$ cat config.mk
export PLATFORM = sky130hd
export DESIGN_NAME = booth_operand_sequencer
export DESIGN_NICKNAME = d
export VERILOG_FILES = /design/src/rtl/booth_operand_sequencer_pkg.sv /design/src/rtl/booth_operand_sequencer_fifo.sv /design/src/rtl/booth_operand_sequencer.sv
export SDC_FILE = /design/constraint.sdc
export NUM_CORES = 1
export LEC_CHECK = 0
export ABC_CLOCK_PERIOD_IN_PS = 6910
export CAP_MARGIN = 0
export CORE_MARGIN = 8
export CORE_UTILIZATION = 50
export CTS_BUF_LIST = sky130_fd_sc_hd__clkbuf_8 sky130_fd_sc_hd__clkbuf_16
export CTS_CLUSTER_DIAMETER = 100
export DETAILED_ROUTE_END_ITERATION = 12
export PLACE_DENSITY = 0.86
export SETUP_SLACK_MARGIN = 0.1
export SKIP_CTS_REPAIR_TIMING = 1
export SLEW_MARGIN = 20
export SYNTH_ARGS = -nofsm -noshare
export SYNTH_HDL_FRONTEND = slang
export SYNTH_SLANG_ARGS = --single-unit
$ cat constraint.sdc
create_clock -name clk -period 6.91 [get_ports clk]
set_clock_uncertainty 0.2 [all_clocks]
set_input_delay 0.691 -clock clk [delete_from_list [all_inputs] [get_ports clk]]
set_output_delay 0.691 -clock clk [all_outputs]
set_load 0.01 [all_outputs]
$ cat src/rtl/booth_operand_sequencer_pkg.sv
// Shared definitions for the Booth operand sequencer: default sizing and FSM states.
package booth_operand_sequencer_pkg;

    localparam int DEF_WIDTH   = 8;
    localparam int DEF_DEPTH   = 4;
    localparam int DEF_TIMEOUT = 32;

    // Sequencer states; encodings are fixed so waveforms match across tools.
    typedef enum logic [1:0] {
        IDLE    = 2'd0,
        ISSUE   = 2'd1,
        RELEASE = 2'd2
    } seq_state_e;

endpackage

$ cat src/rtl/booth_operand_sequencer_fifo.sv
// Synchronous operand FIFO: DEPTH entries, no bypass in either direction.
// A push is refused whenever the FIFO is full, even if a pop happens the same cycle.
module booth_seq_fifo #(
    parameter int DATA_W = 16,
    parameter int DEPTH  = 4
) (
    input  logic                   clk,
    input  logic                   reset,
    input  logic                   push,
    input  logic                   pop,
    input  logic [DATA_W-1:0]      wr_data,
    output logic [DATA_W-1:0]      rd_data,
    output logic                   full,
    output logic                   empty,
    output logic [$clog2(DEPTH):0] level
);

    localparam int PTR_W = $clog2(DEPTH);
    localparam int LVL_W = PTR_W + 1;

    logic [DATA_W-1:0] mem [DEPTH];
    logic [PTR_W-1:0]  wr_ptr;
    logic [PTR_W-1:0]  rd_ptr;
    logic              do_push;
    logic              do_pop;

    assign full    = (level == LVL_W'(DEPTH));
    assign empty   = (level == '0);
    assign do_push = push & ~full;
    assign do_pop  = pop & ~empty;
    assign rd_data = mem[rd_ptr];

    // Storage array; contents are don't-care after reset because the pointers are cleared.
    always_ff @(posedge clk) begin
        if (do_push) begin
            mem[wr_ptr] <= wr_data;
        end
    end

    // Pointer and occupancy bookkeeping; pointers wrap naturally since DEPTH is a power of 2.
    always_ff @(posedge clk) begin
        if (reset) begin
            wr_ptr <= '0;
            rd_ptr <= '0;
            level  <= '0;
        end else begin
            if (do_push) begin
                wr_ptr <= wr_ptr + PTR_W'(1);
            end
            if (do_pop) begin
                rd_ptr <= rd_ptr + PTR_W'(1);
            end
            unique case ({do_push, do_pop})
                2'b10:   level <= level + LVL_W'(1);
                2'b01:   level <= level - LVL_W'(1);
                default: level <= level;
            endcase
        end
    end

endmodule

$ cat src/rtl/booth_operand_sequencer.sv
// Booth operand sequencer: buffers signed operand pairs, drives the radix-4 multiplier's
// level go/over handshake, and returns each product (or a timeout marker) through a
// single-entry valid/ready result register.
module booth_operand_sequencer
    import booth_operand_sequencer_pkg::*;
#(
    parameter int WIDTH   = DEF_WIDTH,
    parameter int DEPTH   = DEF_DEPTH,
    parameter int TIMEOUT = DEF_TIMEOUT
) (
    input  logic                   clk,
    input  logic                   reset,
    input  logic                   op_valid,
    output logic                   op_ready,
    input  logic [WIDTH-1:0]       op_mplier,
    input  logic [WIDTH-1:0]       op_mpcand,
    output logic [WIDTH-1:0]       mplier,
    output logic [WIDTH-1:0]       mpcand,
    output logic                   go,
    input  logic [2*WIDTH-1:0]     prod,
    input  logic                   over,
    output logic                   res_valid,
    input  logic                   res_ready,
    output logic [2*WIDTH-1:0]     res_prod,
    output logic                   res_err,
    output logic [$clog2(DEPTH):0] fifo_level
);

    localparam int CNT_W = $clog2(TIMEOUT + 1);

    seq_state_e         state_q;
    seq_state_e         state_d;
    logic [CNT_W-1:0]   cnt_q;
    logic               fifo_full;
    logic               fifo_empty;
    logic [2*WIDTH-1:0] head;
    logic               do_issue;
    logic               do_done;
    logic               do_timeout;
    logic               do_clear;

    assign op_ready = ~fifo_full;

    booth_seq_fifo #(
        .DATA_W (2*WIDTH),
        .DEPTH  (DEPTH)
    ) u_fifo (
        .clk     (clk),
        .reset   (reset),
        .push    (op_valid & op_ready),
        .pop     (do_issue),
        .wr_data ({op_mplier, op_mpcand}),
        .rd_data (head),
        .full    (fifo_full),
        .empty   (fifo_empty),
        .level   (fifo_level)
    );

    // Next-state and control strobes; over takes priority over a same-cycle timeout.
    always_comb begin
        state_d    = state_q;
        do_issue   = 1'b0;
        do_done    = 1'b0;
        do_timeout = 1'b0;
        do_clear   = 1'b0;
        unique case (state_q)
            IDLE: begin
                if (!fifo_empty && !res_valid) begin
                    do_issue = 1'b1;
                    state_d  = ISSUE;
                end
            end
            ISSUE: begin
                if (over) begin
                    do_done = 1'b1;
                    state_d = RELEASE;
                end else if (cnt_q == CNT_W'(TIMEOUT - 1)) begin
                    do_timeout = 1'b1;
                    state_d    = RELEASE;
                end
            end
            RELEASE: begin
                if (!over) begin
                    do_clear = 1'b1;
                    state_d  = IDLE;
                end
            end
            default: begin
                state_d = IDLE;
            end
        endcase
    end

    // State register.
    always_ff @(posedge clk) begin
        if (reset) begin
            state_q <= IDLE;
        end else begin
            state_q <= state_d;
        end
    end

    // Operand latch and go; operands stay frozen for the whole time go is high.
    always_ff @(posedge clk) begin
        if (reset) begin
            mplier <= '0;
            mpcand <= '0;
            go     <= 1'b0;
        end else if (do_issue) begin
            mplier <= head[2*WIDTH-1:WIDTH];
            mpcand <= head[WIDTH-1:0];
            go     <= 1'b1;
        end else if (do_done || do_timeout) begin
            go <= 1'b0;
        end
    end

    // Cycles spent in ISSUE, used to bound the wait for over.
    always_ff @(posedge clk) begin
        if (reset) begin
            cnt_q <= '0;
        end else if (do_issue || do_clear) begin
            cnt_q <= '0;
        end else if (state_q == ISSUE) begin
            cnt_q <= cnt_q + CNT_W'(1);
        end
    end

    // Single-entry result register; holds its contents until downstream takes them.
    always_ff @(posedge clk) begin
        if (reset) begin
            res_valid <= 1'b0;
            res_prod  <= '0;
            res_err   <= 1'b0;
        end else if (do_done) begin
            res_valid <= 1'b1;
            res_prod  <= prod;
            res_err   <= 1'b0;
        end else if (do_timeout) begin
            res_valid <= 1'b1;
            res_prod  <= '0;
            res_err   <= 1'b1;
        end else if (res_valid && res_ready) begin
            res_valid <= 1'b0;
        end
    end

endmodule
# ---- Word-level counts from Yosys, hierarchy flattened
# Memories as Yosys holds them, arrays and structs flattened. A register that Yosys moved wholly into a read port is not among the register bits.
# Cells that the tools add are included.
dict set report word_totals {
  ff_bits 34
  latchBits 0
  mem_bits_rw 64
  romBits 0
  input_bits 37
  memories 1
}
dict set report classes {
  add_sub_neg 5
  mul 0
  div 0
  n_lt_le_gt_ge 0
  n_eq_ne 9
  shift 0
  muxes 24
  bitwise 5
  reduce_logical 15
}
# name depth word_bits read_ports rd_clocked_by_memory_dff write_ports line
set mem_list {}
lappend mem_list {u_fifo.mem 4 16 1 1 1 booth_operand_sequencer_fifo.sv:21} ;# logic [DATA_W-1:0] mem [DEPTH];
# operator n
set op_table {}
lappend op_table {{$mux 16} 2}
lappend op_table {{$mux 1} 16}
lappend op_table {{$mux 2} 4}
lappend op_table {{$add 6x1->6 const B} 1}
lappend op_table {{$eq 6x5->1 const B} 1}
lappend op_table {{$pmux 2 s3} 1}
lappend op_table {{$pmux 3 s2} 1}
lappend op_table {{$reduce_bool 2->1} 3}
lappend op_table {{$add 2x1->2 const B} 2}
lappend op_table {{$eq 2x1->1 const B} 2}
lappend op_table {{$eq 2x2->1 const B} 2}
lappend op_table {{$ne 2x2->1 const B} 2}
lappend op_table {{$reduce_or 2->1} 2}
lappend op_table {{$add 3x1->3 const B} 1}
lappend op_table {{$and 1x1->1} 3}
lappend op_table {{$eq 3x3->1 const B} 1}
lappend op_table {{$logic_not 3->1} 1}
lappend op_table {{$ne 3x3->1 const B} 1}
lappend op_table {{$reduce_and 3->1} 1}
lappend op_table {{$reduce_bool 3->1} 1}
lappend op_table {{$sub 3x1->3 const B} 1}
lappend op_table {{$logic_and 1x1->1} 2}
lappend op_table {{$logic_not 1->1} 2}
lappend op_table {{$logic_not 2->1} 1}
lappend op_table {{2 further kinds} 4}

# ---- Depth between registers and ports, before layout
dict set report depth {
  word_depth 8
  depth_mapped 10
  depth_no_buf 9
}

# ---- Cells and area by module
# A second synthesis with hierarchy kept.
dict set report unflattened {
  cells_unflattened 304
  area_unflattened_um2 4454.3
}
# mod instances cells_each area_each_um2 seq_area_each_um2
set modules_own_cells {}
lappend modules_own_cells {booth_seq_fifo 1 138 2821.5 2102.0}
lappend modules_own_cells {booth_operand_sequencer 1 166 1632.8 860.8}

# ---- Worst setup path before layout
# OpenSTA, ideal clock, no wires.
dict set report synth_timing {
  path_kind {reg-to-reg}
  startpoint {register u_fifo.level[2]}
  endpoint {register u_fifo.level[2]}
  arrival_ns 2.301
  t_required_ns 6.640
  slack_ns 4.338
  stages_incl_launch_ff 10
  n_path_buf 1
  path_cell_list {dfxtp_1 or3b_2 clkbuf_1 nand2_1 ha_1 inv_1 fa_1 xor2_1 or3_1 a21oi_1}
}
dict set report synth_between {
  word_cells_on_any_way 17
  classes_between {add/sub: 2; eq/ne: 3; mux: 3; bitwise: 5; reduce/logical: 4}
}
# item line
set synth_rtl {}
lappend synth_rtl {{from (decl)} booth_operand_sequencer_fifo.sv:15} ;# output logic [$clog2(DEPTH):0] level
lappend synth_rtl {{from (signal assigned)} booth_operand_sequencer_fifo.sv:54} ;# 2'b10: level <= level + LVL_W'(1);
lappend synth_rtl {{from (signal assigned)} booth_operand_sequencer_fifo.sv:55} ;# 2'b01: level <= level - LVL_W'(1);
lappend synth_rtl {{from (signal assigned)} booth_operand_sequencer_fifo.sv:56} ;# default: level <= level;
lappend synth_rtl {{$eq 3x3->1 (*)} booth_operand_sequencer_fifo.sv:27} ;# assign full = (level == LVL_W'(DEPTH));
lappend synth_rtl {{$not 1->1 (*)} booth_operand_sequencer.sv:42} ;# assign op_ready = ~fifo_full;
lappend synth_rtl {{net op_ready} booth_operand_sequencer.sv:14} ;# output logic op_ready,
lappend synth_rtl {{$and 1x1->1} booth_operand_sequencer.sv:50} ;# .push (op_valid & op_ready),
lappend synth_rtl {{$and 1x1->1 (*)} booth_operand_sequencer_fifo.sv:29} ;# assign do_push = push & ~full;
lappend synth_rtl {{$eq 2x1->1 or $eq 2x2->1 (tied branches)} booth_operand_sequencer_fifo.sv:53} ;# unique case ({do_push, do_pop})
lappend synth_rtl {{$pmux 3 s2 or $reduce_bool 2->1 (tied branches)} -}
# The timed path passes the listed nets; every way through them passes the cells marked *.
# A chain may end at the register's enable or synchronous reset.

# ---- Worst setup path in the final report
dict set report layout_timing {
  startpoint {register state_q[0]}
  endpoint {register u_fifo.level[2]}
}
dict set report layout_between {
  elab_chain_cells 5
  word_cells_on_any_way 7
  classes_between {eq/ne: 2; mux: 2; bitwise: 1; reduce/logical: 2}
}
# item line
set layout_lines {}
lappend layout_lines {{from (decl)} booth_operand_sequencer.sv:31} ;# seq_state_e state_q;
lappend layout_lines {{from (signal assigned)} booth_operand_sequencer.sv:99} ;# state_q <= state_d;
lappend layout_lines {{$logic_not 2->1 (*)} booth_operand_sequencer.sv:66} ;# unique case (state_q)
lappend layout_lines {{$mux 1 (*)} booth_operand_sequencer.sv:66}
lappend layout_lines {{$and 1x1->1 (*)} booth_operand_sequencer_fifo.sv:30} ;# assign do_pop = pop & ~empty;
lappend layout_lines {{net u_fifo.do_pop} booth_operand_sequencer_fifo.sv:25} ;# logic do_pop;
lappend layout_lines {{$eq 2x1->1 or $eq 2x2->1 (tied branches)} booth_operand_sequencer_fifo.sv:53}
lappend layout_lines {{$pmux 3 s2 or $reduce_bool 2->1 (tied branches)} -}
# Marked as above.

==> flow_metrics.tcl <==
set metrics [dict create \
    required_ns 7.15 \
    synthMuxAreaShare_pct 8.259 \
    ys_types 38 \
    criticalPathCategory "register to register" \
    drc 0 \
    finalCriticalPeriod_ns 2.921 \
    grt_pass1_vias 3040 \
    crit_fanout 19 \
    hold_depth 1 \
    crit_arrival_ns 3.16 \
    io_buffers 75 \
    tightest_slew_ns 1.021 \
    p_seq_share_pct 38.4 \
    start_kind "register" \
    finalSetupViolations 0 \
    p_total_mw 2.314 \
    r2r_slack_ns 3.99 \
    cap_violations 0 \
    final_max_slew_viol_count 0 \
    place_hpwl_mm 6.261 \
    synthSimpleGateAreaFrac_pct 7.485 \
    p_per_area_nw_per_um2 402.3 \
    ys_seq_area_share_pct 66.99 \
    grtUsageTotal_pct 17.39 \
    clkTransAtPathRegs_ns 0.06 \
    fillers 611 \
    ys_async_sr_fraction_pct 0 \
    tns_ns 0 \
    rr_worst_depth 9 \
    dp_cells 468 \
    syn_nets 346 \
    clock.fmax_ghz 0.3423 \
    grt-ovfl-total 0 \
    clkPwrFrac_pct 36.5 \
    htreeDepth 4 \
    drive_gt1_share_pct 13.30 \
    switching_power_uw 679.2 \
    cts_num_sinks 114 \
    synth_fa_ha_area_share_pct 2.180 \
    p_leak_nw 1.985 \
    peakVddDrop_v 0.0002381 \
    die_h_microns 109.4 \
    top_layer "met4" \
    relSlewSlack_pct 31.58 \
    rsz0062_at_grt "false" \
    r2r_end "u_fifo.level[2]" \
    initial_core_util_pct 50.77 \
    grt_max_degree 34 \
    critPathMaxStageDelay_ns 0.70 \
    min_to "res_prod[5]" \
    hold_path.startpoint "res_prod[5]" \
    num_rows 34 \
    cts_tree "built" \
    dp_slack_ns 3.724 \
    wl_met3_microns 772 \
    ys.warnings.count 0 \
    synth_edf_count 64 \
    die-area_sq_um 11970 \
    hold_viol 0 \
    worst_slack_ns 3.989 \
    ios 76 \
    comb_power_share_pct 25.1 \
    antenna_found_initial 0 \
    synthTopCellsByArea "edfxtp_1 44%, dfxtp_1 23%, mux4_2 8.3%" \
    fin_hold_ws_ns 0.2742 \
    area_delta_synth_final_pct 31.83 \
    instances_no_fill 499 \
    finalCritPeriodShare_pct 42.28 \
    netlist_area_sq_um 4363 \
    dieWidth_microns 109.4 \
    met1_length_mm 3.817 \
    route.met2.wl_mm 5.060 \
    synthFlopType "edfxtp_1" \
    synth_compound_area_share_pct 11.16 \
    synth-xor-area-share_pct 0.8030 \
    reg2reg_from "state_q[0]" \
    wire_per_inst_microns 19.61 \
    diodes 0 \
    crit_slowest_cell "nor3_4" \
    hold_path_class "register to register" \
    root_buffer "clkbuf_8" \
    synth_top_family_by_area "compound AO/OA/AOI/OAI gates" \
    cts_max_path_buffers 2 \
    cpLargestDelayFamily "simple AND/OR/NAND/NOR gates" \
    routed_via_density 5.719 \
    dpl-instance-area_sq_um 5166 \
    first_pass_iters 4 \
    grt_pass1_wl_mm 15.58 \
    routabilityCongestion 0.8094 \
    p_int_mw 1.635 \
    status "finished clean" \
    netlist_instances 302 \
    swShare_pct 29.35 \
    design_area_sq_um 5752 \
    critPathCaptureType "register" \
    drtAntennaViolNets 0 \
    path_cells "nor3_4 -> nand2_1 -> inv_1 -> ha_1 -> inv_1 -> fa_1 -> xor2_1 -> or3_1 -> a21oi_1" \
    wirelength_mm 9.784 \
    ys_ff_latch 114 \
    core_sq_um 8593 \
    synth.top_cell.area_share_pct 44.05 \
    path_common_cell "inv_1" \
    finalNetCount 423 \
    crit_path_start "state_q[0]" \
    cts_inserted_buffers 17 \
    yosysTopAreaCell "edfxtp_1" \
    path_buf_inv 2 \
    synth_area_per_cell_sq_um 14.45 \
    drt_iter0_markers 122 \
    dr_total_vias 2854 \
    final_util_pct 66.93 \
    clock_latency_ns 0.51 \
]
==> kinds of logic after synthesis <==
logic type / Yosys count
adders and majority gates: 7
muxes: 16
DFF: 114
xor gates and xnor gates: 4
and+or+nand+nor: 58
AOI/OAI and AO/OA: 75
buffers and inverters: 28
==> cells in the final DEF, fill, tap and decap left out, types with 3 or more instances in the layout <==
cell / n
inv_1: 10
clkinv_4: 3
and3_1: 4
dfxtp_1: 50
edfxtp_1: 64
a22o_1: 16
nor2_1: 7
mux4_2: 16
nor2b_1: 4
ha_1: 6
nand3_1: 19
a21oi_1: 27
or3_1: 7
clkbuf_16: 16
o21ai_0: 22
bufinv_16: 3
nand2_1: 6
clkdlybuf4s50_1: 75
==> worst max-delay path by stage <==
| stage | end | depth (start not counted) | slack, ns |
|---|---|---|---|
| floorplan | u_fifo.level[2] | 9 | 4.34 |
| global placement | u_fifo.level[2] | 9 | 3.88 |
| detailed placement | u_fifo.level[2] | 9 | 3.72 |
| CTS | u_fifo.level[2] | 9 | 3.67 |
| global route | u_fifo.level[2] | 9 | 3.81 |
| finish | u_fifo.level[2] | 9 | 3.99 |
==> power groups by stage <==
stage	logic (mW)	registers (mW)	clock network, mW
6_report	0.581	0.888	0.845
3_3_place_gp	0.553	0.893	0
2_1_floorplan	0.350	0.897	0
3_5_place_dp	0.573	0.898	0
5_1_grt	0.638	0.898	0.886
4_1_cts	0.588	0.888	0.856
==> state kept, by name, indices dropped and copies added, names as in the netlist <==
name,flops
u_fifo.wr_ptr,2
state_q,2
go,1
mplier,8
u_fifo.mem,64
res_err,1
res_valid,1
u_fifo.rd_ptr,2
cnt_q,6
mpcand,8
res_prod,16
u_fifo.level,3
==> metal layers <==
metal	up-vias	GRT usage, %
met5	-	0
met4	0	8.197
met3	14	6.800
met2	101	28.73
met1	1422	19.42
li1	1317	-
==> layout make-up <==
type                       instances  area (sq um)  area share [%]
timing repair buffer              77         765.7           13.31
inverter                           9         33.78          0.5873
tap                              108         135.1           2.349
clock buffer                      17         414.1           7.200
multi-input combinational        160          1315           22.86
sequential                       114          2923           50.82
clock inverter                    14         165.2           2.871
==> worst register-to-register path, delay by kind of cell, from the launching register on <==
kind                       cells  cell delay [ns]
and+or+nand+nor                3             1.23
adders and majority gates      2             0.56
DFF                            1             0.39
buffers and inverters          2             0.20
xor gates and xnor gates       1             0.16
AOI/OAI and AO/OA              1             0.13
==> cell usage after synthesis, types with 2 or more instances <==
master and number:
xnor2_1 2, ha_1 6, or3_1 7, nand3_1 19, a21o_1 2, nor2_1 7, buf_2 6, nand2_1 6
buf_1 2, xor2_1 2, a21oi_1 27, nor3_1 2, edfxtp_1 64, mux4_2 16, nor2b_1 4, buf_6 3
a211oi_1 2, nor3_2 2, inv_1 9, clkbuf_1 7, o21ai_0 22, a22o_1 16, and3_1 4, nand4b_1 2
dfxtp_1 50
Note: power is estimated with default switching activity, not from simulation.
